===== src/rtl/mmio_uart_tx_pkg.sv =====
// Shared definitions for the memory-mapped console UART.
//   - register offsets within the 16-byte window (addr[3:2])
//   - STATUS bit positions
//   - serializer FSM state encoding (2-bit)
//   - default console base address
//   - helper that assembles the STATUS word
package mmio_uart_tx_pkg;

    localparam logic [31:0] CONSOLE_BASE_ADDR = 32'h0000_1000;

    localparam logic [1:0] OFF_TXDATA  = 2'd0;
    localparam logic [1:0] OFF_STATUS  = 2'd1;
    localparam logic [1:0] OFF_DIVISOR = 2'd2;
    localparam logic [1:0] OFF_TXCOUNT = 2'd3;

    localparam int ST_OVF_BIT   = 9;
    localparam int ST_BUSY_BIT  = 8;
    localparam int ST_FULL_BIT  = 7;
    localparam int ST_EMPTY_BIT = 6;

    typedef enum logic [1:0] {
        TX_IDLE  = 2'd0,
        TX_START = 2'd1,
        TX_DATA  = 2'd2,
        TX_STOP  = 2'd3
    } tx_state_e;

    // Assemble the STATUS read word; count sits in bits [3:0].
    function automatic logic [31:0] pack_status(
        input logic       ovf,
        input logic       busy,
        input logic       full,
        input logic       empty,
        input logic [3:0] count
    );
        logic [31:0] s;
        s               = 32'd0;
        s[ST_OVF_BIT]   = ovf;
        s[ST_BUSY_BIT]  = busy;
        s[ST_FULL_BIT]  = full;
        s[ST_EMPTY_BIT] = empty;
        s[3:0]          = count;
        return s;
    endfunction

endpackage


===== src/rtl/mmio_uart_tx_fifo.sv =====
// Synchronous FIFO with first-word-fall-through read port.
//   clk, rst_n        : clock, asynchronous active-low reset
//   push, push_data   : enqueue request and data
//   pop               : dequeue request (ignored when empty)
//   pop_data          : current head entry
//   full, empty, count: occupancy (count is 0..DEPTH)
//   drop              : push rejected because the FIFO was full and not popping
// A push while full succeeds when a pop happens in the same cycle.
module mmio_uart_tx_fifo #(
    parameter int WIDTH = 8,
    parameter int DEPTH = 8
) (
    input  logic                       clk,
    input  logic                       rst_n,
    input  logic                       push,
    input  logic [WIDTH-1:0]           push_data,
    input  logic                       pop,
    output logic [WIDTH-1:0]           pop_data,
    output logic                       full,
    output logic                       empty,
    output logic [$clog2(DEPTH):0]     count,
    output logic                       drop
);
    localparam int AW = $clog2(DEPTH);
    localparam int CW = AW + 1;

    logic [WIDTH-1:0] mem_r [DEPTH];
    logic [AW-1:0]    wr_ptr_r;
    logic [AW-1:0]    rd_ptr_r;
    logic [CW-1:0]    count_r;
    logic             do_push_s;
    logic             do_pop_s;

    // Occupancy flags and qualified push/pop strobes.
    always_comb begin
        empty     = (count_r == {CW{1'b0}});
        full      = (count_r == CW'(DEPTH));
        do_pop_s  = pop && !empty;
        do_push_s = push && (!full || do_pop_s);
        drop      = push && full && !do_pop_s;
        count     = count_r;
        pop_data  = mem_r[rd_ptr_r];
    end

    // Storage array; pointers wrap naturally because DEPTH is a power of two.
    always_ff @(posedge clk) begin
        if (do_push_s) begin
            mem_r[wr_ptr_r] <= push_data;
        end
    end

    // Pointer and occupancy registers.
    always_ff @(posedge clk or negedge rst_n) begin
        if (!rst_n) begin
            wr_ptr_r <= {AW{1'b0}};
            rd_ptr_r <= {AW{1'b0}};
            count_r  <= {CW{1'b0}};
        end else begin
            if (do_push_s) begin
                wr_ptr_r <= wr_ptr_r + {{(AW-1){1'b0}}, 1'b1};
            end
            if (do_pop_s) begin
                rd_ptr_r <= rd_ptr_r + {{(AW-1){1'b0}}, 1'b1};
            end
            case ({do_push_s, do_pop_s})
                2'b10:   count_r <= count_r + {{(CW-1){1'b0}}, 1'b1};
                2'b01:   count_r <= count_r - {{(CW-1){1'b0}}, 1'b1};
                default: count_r <= count_r;
            endcase
        end
    end

endmodule


===== src/rtl/mmio_uart_tx.sv =====
// Memory-mapped 8N1 console transmitter sharing the core data port with data_mem.
//   clk, rst      : clock, asynchronous active-low reset
//   ce, we, addr  : data-port strobe, write enable, byte address
//   data_i        : write data
//   data_o        : combinational read data (0 when not a read of this window)
//   sel_o         : window hit, used to mux read data against data_mem
//   tx_o          : registered serial line, idle high
//   busy_o        : serializer active or bytes still queued
// Window (offset = addr[3:2]): 0 TXDATA, 1 STATUS, 2 DIVISOR, 3 TXCOUNT.
module mmio_uart_tx
    import mmio_uart_tx_pkg::*;
#(
    parameter logic [31:0] BASE_ADDR   = CONSOLE_BASE_ADDR,
    parameter int          FIFO_DEPTH  = 8,
    parameter logic [15:0] DEFAULT_DIV = 16'd4
) (
    input  logic        clk,
    input  logic        rst,
    input  logic        ce,
    input  logic        we,
    input  logic [31:0] addr,
    input  logic [31:0] data_i,
    output logic [31:0] data_o,
    output logic        sel_o,
    output logic        tx_o,
    output logic        busy_o
);
    localparam int CW = $clog2(FIFO_DEPTH) + 1;

    // Bus decode
    logic        sel_s;
    logic        wr_s;
    logic [1:0]  off_s;
    logic        push_s;
    logic        addr_unused_s;

    // FIFO interface
    logic          pop_s;
    logic [7:0]    head_s;
    logic          fifo_full_s;
    logic          fifo_empty_s;
    logic [CW-1:0] fifo_count_s;
    logic          fifo_drop_s;
    logic [31:0]   count_ext_s;

    // Registers
    logic [15:0] div_r;
    logic [31:0] txcount_r;
    logic        ovf_r;
    tx_state_e   state_r;
    tx_state_e   state_d;
    logic [15:0] baud_r;
    logic [15:0] baud_d;
    logic [2:0]  bit_idx_r;
    logic [2:0]  bit_idx_d;
    logic [7:0]  shift_r;
    logic [7:0]  shift_d;
    logic        tx_r;
    logic        tx_d;
    logic        frame_done_s;
    logic        bit_end_s;

    // Address decode of the 16-byte window; byte lanes and upper data bits are don't-care.
    always_comb begin
        sel_s         = ce && (addr[31:4] == BASE_ADDR[31:4]);
        wr_s          = sel_s && we;
        off_s         = addr[3:2];
        push_s        = wr_s && (off_s == OFF_TXDATA);
        addr_unused_s = ^{addr[1:0], data_i[31:16]};
    end

    mmio_uart_tx_fifo #(
        .WIDTH (8),
        .DEPTH (FIFO_DEPTH)
    ) u_fifo (
        .clk       (clk),
        .rst_n     (rst),
        .push      (push_s),
        .push_data (data_i[7:0]),
        .pop       (pop_s),
        .pop_data  (head_s),
        .full      (fifo_full_s),
        .empty     (fifo_empty_s),
        .count     (fifo_count_s),
        .drop      (fifo_drop_s)
    );

    // Software-visible registers: DIVISOR, TXCOUNT, sticky overflow.
    always_ff @(posedge clk or negedge rst) begin
        if (!rst) begin
            div_r     <= DEFAULT_DIV;
            txcount_r <= 32'd0;
            ovf_r     <= 1'b0;
        end else begin
            // A zero divisor would never end a bit, so it is clamped to 1.
            if (wr_s && (off_s == OFF_DIVISOR)) begin
                div_r <= (data_i[15:0] == 16'd0) ? 16'd1 : data_i[15:0];
            end else begin
                div_r <= div_r;
            end
            // A clear request wins over a frame completing in the same cycle.
            if (wr_s && (off_s == OFF_TXCOUNT)) begin
                txcount_r <= 32'd0;
            end else if (frame_done_s) begin
                txcount_r <= txcount_r + 32'd1;
            end else begin
                txcount_r <= txcount_r;
            end
            if (wr_s && (off_s == OFF_STATUS)) begin
                ovf_r <= 1'b0;
            end else if (fifo_drop_s) begin
                ovf_r <= 1'b1;
            end else begin
                ovf_r <= ovf_r;
            end
        end
    end

    // Serializer state register and datapath registers.
    always_ff @(posedge clk or negedge rst) begin
        if (!rst) begin
            state_r   <= TX_IDLE;
            baud_r    <= 16'd0;
            bit_idx_r <= 3'd0;
            shift_r   <= 8'd0;
            tx_r      <= 1'b1;
        end else begin
            state_r   <= state_d;
            baud_r    <= baud_d;
            bit_idx_r <= bit_idx_d;
            shift_r   <= shift_d;
            tx_r      <= tx_d;
        end
    end

    // Serializer next-state logic; every bit reloads from the live DIVISOR.
    always_comb begin
        state_d      = state_r;
        baud_d       = baud_r;
        bit_idx_d    = bit_idx_r;
        shift_d      = shift_r;
        pop_s        = 1'b0;
        frame_done_s = 1'b0;
        bit_end_s    = (baud_r == 16'd0);
        case (state_r)
            TX_IDLE: begin
                if (!fifo_empty_s) begin
                    pop_s     = 1'b1;
                    shift_d   = head_s;
                    baud_d    = div_r - 16'd1;
                    bit_idx_d = 3'd0;
                    state_d   = TX_START;
                end else begin
                    state_d = TX_IDLE;
                end
            end
            TX_START: begin
                if (bit_end_s) begin
                    baud_d  = div_r - 16'd1;
                    state_d = TX_DATA;
                end else begin
                    baud_d = baud_r - 16'd1;
                end
            end
            TX_DATA: begin
                if (bit_end_s) begin
                    baud_d    = div_r - 16'd1;
                    shift_d   = {1'b0, shift_r[7:1]};
                    bit_idx_d = bit_idx_r + 3'd1;
                    if (bit_idx_r == 3'd7) begin
                        state_d = TX_STOP;
                    end else begin
                        state_d = TX_DATA;
                    end
                end else begin
                    baud_d = baud_r - 16'd1;
                end
            end
            TX_STOP: begin
                if (bit_end_s) begin
                    frame_done_s = 1'b1;
                    state_d      = TX_IDLE;
                end else begin
                    baud_d = baud_r - 16'd1;
                end
            end
            default: begin
                state_d = TX_IDLE;
            end
        endcase
    end

    // Line level is computed from the next state so tx_o changes on the same edge as the FSM.
    always_comb begin
        case (state_d)
            TX_START: tx_d = 1'b0;
            TX_DATA:  tx_d = shift_d[0];
            TX_STOP:  tx_d = 1'b1;
            default:  tx_d = 1'b1;
        endcase
        busy_o = (state_r != TX_IDLE) || !fifo_empty_s;
        tx_o   = tx_r;
    end

    // Read mux; zero whenever this window is not being read.
    always_comb begin
        count_ext_s = 32'(fifo_count_s);
        data_o      = 32'd0;
        sel_o       = sel_s;
        if (sel_s && !we) begin
            case (off_s)
                OFF_TXDATA:  data_o = 32'd0;
                OFF_STATUS:  data_o = pack_status(ovf_r, busy_o, fifo_full_s,
                                                  fifo_empty_s, count_ext_s[3:0]);
                OFF_DIVISOR: data_o = {16'd0, div_r};
                OFF_TXCOUNT: data_o = txcount_r;
                default:     data_o = 32'd0;
            endcase
        end else begin
            data_o = 32'd0;
        end
    end

endmodule


===== config.mk =====
export PLATFORM = sky130hd
export DESIGN_NAME = mmio_uart_tx
export DESIGN_NICKNAME = d
export VERILOG_FILES = /design/src/rtl/mmio_uart_tx_pkg.sv /design/src/rtl/mmio_uart_tx_fifo.sv /design/src/rtl/mmio_uart_tx.sv
export SDC_FILE = /design/constraint.sdc
export NUM_CORES = 1
export LEC_CHECK = 0
export ABC_CLOCK_PERIOD_IN_PS = 5400
export CELL_PAD_IN_SITES_DETAIL_PLACEMENT = 1
export CELL_PAD_IN_SITES_GLOBAL_PLACEMENT = 2
export CORE_UTILIZATION = 37
export DETAILED_ROUTE_END_ITERATION = 8
export PLACE_DENSITY_LB_ADDON = 0.1
export SYNTH_ARGS = -nofsm -noshare
export SYNTH_HDL_FRONTEND = slang
export SYNTH_SLANG_ARGS = --single-unit

===== constraint.sdc =====
create_clock -name clk -period 5.4 [get_ports clk]
set_clock_uncertainty 0.15 [all_clocks]
set_input_delay 1.62 -clock clk [delete_from_list [all_inputs] [get_ports clk]]
set_output_delay 1.62 -clock clk [all_outputs]
set_load 0.02 [all_outputs]

==> flow_summary.ini <==
[synth]
yosys.cell_count.top_type = dfrtp_1
yosys-top-cells-area = dfrtp_1, edfxtp_1, mux4_2
synthFlopType = dfrtp_1
async_reset_ff_share_pct = 58.2
synth_area_um2 = 7820
ys_seq_elements = 153
yosysSeqAreaShare_pct = 53.1
synth_top_area_share_pct = 27.8
yosysUniqueCellTypes = 59
avgSynthCellArea_um2 = 11.3
synth_edf_count = 64
syn_inst = 693
synthTopCellsByCount = dfrtp_1, nor2_1, edfxtp_1, nand2_1, o21ai_0
syn_nets = 776
yosys_warnings = 0
synth_area_leader_cell = dfrtp_1

[grt]
grt_pass1_wl_um = 36200
gr-total-overflow = 0
antenna_found_initial = 0
gr-usage-all-layers_pct = 22.1
grt_pass1_vias = 6484
grt_max_degree = 72

[power]
net-switching-power_mw = 3.25
p_sw_share_pct = 47.1
powerDensity_nw_per_um2 = 722
power.leakage_nw = 3.91
cell_internal_pwr_mw = 3.65
irDropWorstVdd_uv = 976
p_clk_share_pct = 17.9
p_seq_share_pct = 22.2
finalPower_mw = 6.90
combPwrFrac_pct = 60.0

[cells_and_area]
finalNetCount = 871
multi_input_area_um2 = 3500
nFillCells = 2187
finalInstanceArea_um2 = 9550
layout-drive-gt1-share_pct = 17.5
n_antenna_cell = 0
areaGrowthSynthToFinish_pct = 22.2
stdcell_count = 1071
regArea_um2 = 4150

[routing]
drt_iter0_markers = 247
vias = 5849
wl_per_cell_um = 21.0
firstDrtPassIters = 4
ant_nets = 0
routed_via_density = 5.46
drc = 0
routed_wl_um = 22500

[setup_path]
cpPeakStageDelay_ns = 0.42
timing.critical_path.buf_inv = 2
timing.rr.start = baud_r[8]
slowest_stage = clkdlybuf4s50_1
cp-end-kind = primary output
critical_path_arrival_ns = 3.49
crit_start = addr[15]
cp-start-kind = input pin
cpLargestDelayFamily = simple AND/OR/NAND/NOR gates
path_max_fanout = 8
path_class = in -> out
worstPathCellList = clkdlybuf4s50_1, nor4b_2, nand4_1, or3_4, or2_4, nor2_1, buf_2
required_ns = 3.63

[clock_tree]
cts_root_buffer = clkbuf_16
clk_latency_ns = 0.43
clock-sinks = 153
cts_tree = built
h-tree-depth = 4
clockBufferDepth = 2
clk_pin_slew_ns = 0.07
hold_buffers = 0
cts_setup_buffers = 0
cts_buffers = 17

[floorplanning]
dieWidth_um = 147
die_area_um2 = 21700
rows = 52
die_h_um = 147
core_area_um2 = 20500
io_pins = 103
initial_core_util_pct = 38.2

[placed_design]
place_area_um2 = 9080
gp_congestion = 0.819
dpl.hpwl_um = 16000
dp.cells = 1039
io_buffers = 84

[sta]
rsz0062_at_grt = no
finalCriticalPeriod_ns = 5.26
relSlewSlack_pct = 30.3
clock.fmax_ghz = 0.190
drv_slew = 0
final_hold_viol_count = 0
tns_ns = 0
worst_slew_pin_slew_ns = 1.04
post-route-period-util_pct = 97.4
report.final.setup_viol = 0

[min_path]
hold_start = shift_r[6]
hold_path.class = reg -> reg

[status]
status = finished, final reports clean

[job]
maxCapViolations = 0
[cell type report]
| cell class | count | share of cell area (%) |
|---|---|---|
| flip-flops and latches | 153 | 43.5 |
| repair buffers | 107 | 9.19 |
| clock buffers | 17 | 4.45 |
| inverters | 20 | 0.786 |
| multi-input cells | 489 | 36.6 |
| clock inverters | 15 | 1.94 |
| well taps | 270 | 3.54 |
[kinds of logic after synthesis]
group                      Yosys count  share of synthesized area (%)
xor gates and xnor gates            47                           5.26
buffers and inverters               51                           2.51
and+or+nand+nor                    259                           17.2
adders and majority gates           15                           2.50
AOI/OAI and AO/OA                  107                           8.70
DFF                                153                           53.1
muxes                               61                           10.7
[metrics by stage]
step | utilization (%) | setup slack, ns | hold slack, ns
after global placement | 44.3 | -0.369 | 0.317
after global routing | 46.6 | 0.00469 | 0.375
after detailed placement | 44.3 | -0.454 | 0.348
after CTS | 47.2 | 0.0241 | 0.357
after floorplan | - | 0.327 | 0.305
final | 46.6 | 0.143 | 0.358
[worst paths after layout]
kind	endpoint	slack, ns	depth (start not counted)
worst max-delay path	data_o[4]	0.14	7
worst min-delay path	shift_r[6]	0.36	1
worst max register to register	baud_r[13]	1.81	5
worst min register to register	shift_r[6]	0.36	1
max in group asynchronous	txcount_r[9]	3.02	2
min in group asynchronous	shift_r[2]	1.19	1
[layout by cell type (no fill, tap or decap), drive strengths merged, types with 8 or more instances in the layout]
master / instances
nor2: 83
edfxtp: 64
dfrtp: 87
nand4: 8
inv: 26
xnor2: 31
clkbuf: 41
clkdlybuf4s50: 51
mux4: 16
a21oi: 21
nor3: 27
mux2i: 24
buf: 32
nor4: 16
or3: 10
mux2: 21
o21ai: 43
nand2: 45
and2: 20
nand3: 13
xor2: 16
ha: 14
[registers in the layout, indices dropped and copies added, names as in the netlist, 2 cells and up]
register,flops
u_fifo.mem_r,64
txcount_r,32
u_fifo.wr_ptr_r,3
shift_r,8
state_r,2
u_fifo.count,4
div_r,16
bit_idx_r,3
baud_r,16
u_fifo.rd_ptr_r,3
[worst register-to-register path, delay by kind of cell, from the launching register on]
family | cells | cell delay, ns
AO/OA/AOI/OAI | 2 | 1.44
flip-flops | 1 | 0.44
AND/OR/NAND/NOR | 3 | 1.45
[layer usage]
metal	vias to the layer above	track usage, %	routed length (µm)
li1	2744	-	-
met1	2960	28.7	10200
met2	119	37.0	11100
met3	26	4.10	767
met4	0	7.42	388
met5	-	0	0
[what timing repair did]
action | 4_1_cts | 5_1_grt
gates cloned | 0 | 0
hold endpoints to repair | 0 | 0
pin swaps | 0 | 0
gates resized for setup | 51 | 58
setup endpoints to repair | 32 | 32
[power groups by stage]
stage | Sequential (mW) | Clock [mW] | Combinational (mW)
2_1_floorplan | 1.54 | 0 | 3.16
3_3_place_gp | 1.54 | 0 | 3.88
3_5_place_dp | 1.55 | 0 | 4.17
4_1_cts | 1.53 | 1.26 | 4.20
5_1_grt | 1.54 | 1.30 | 4.45
6_report | 1.53 | 1.23 | 4.14
Note: power is estimated with default switching activity, not from simulation.
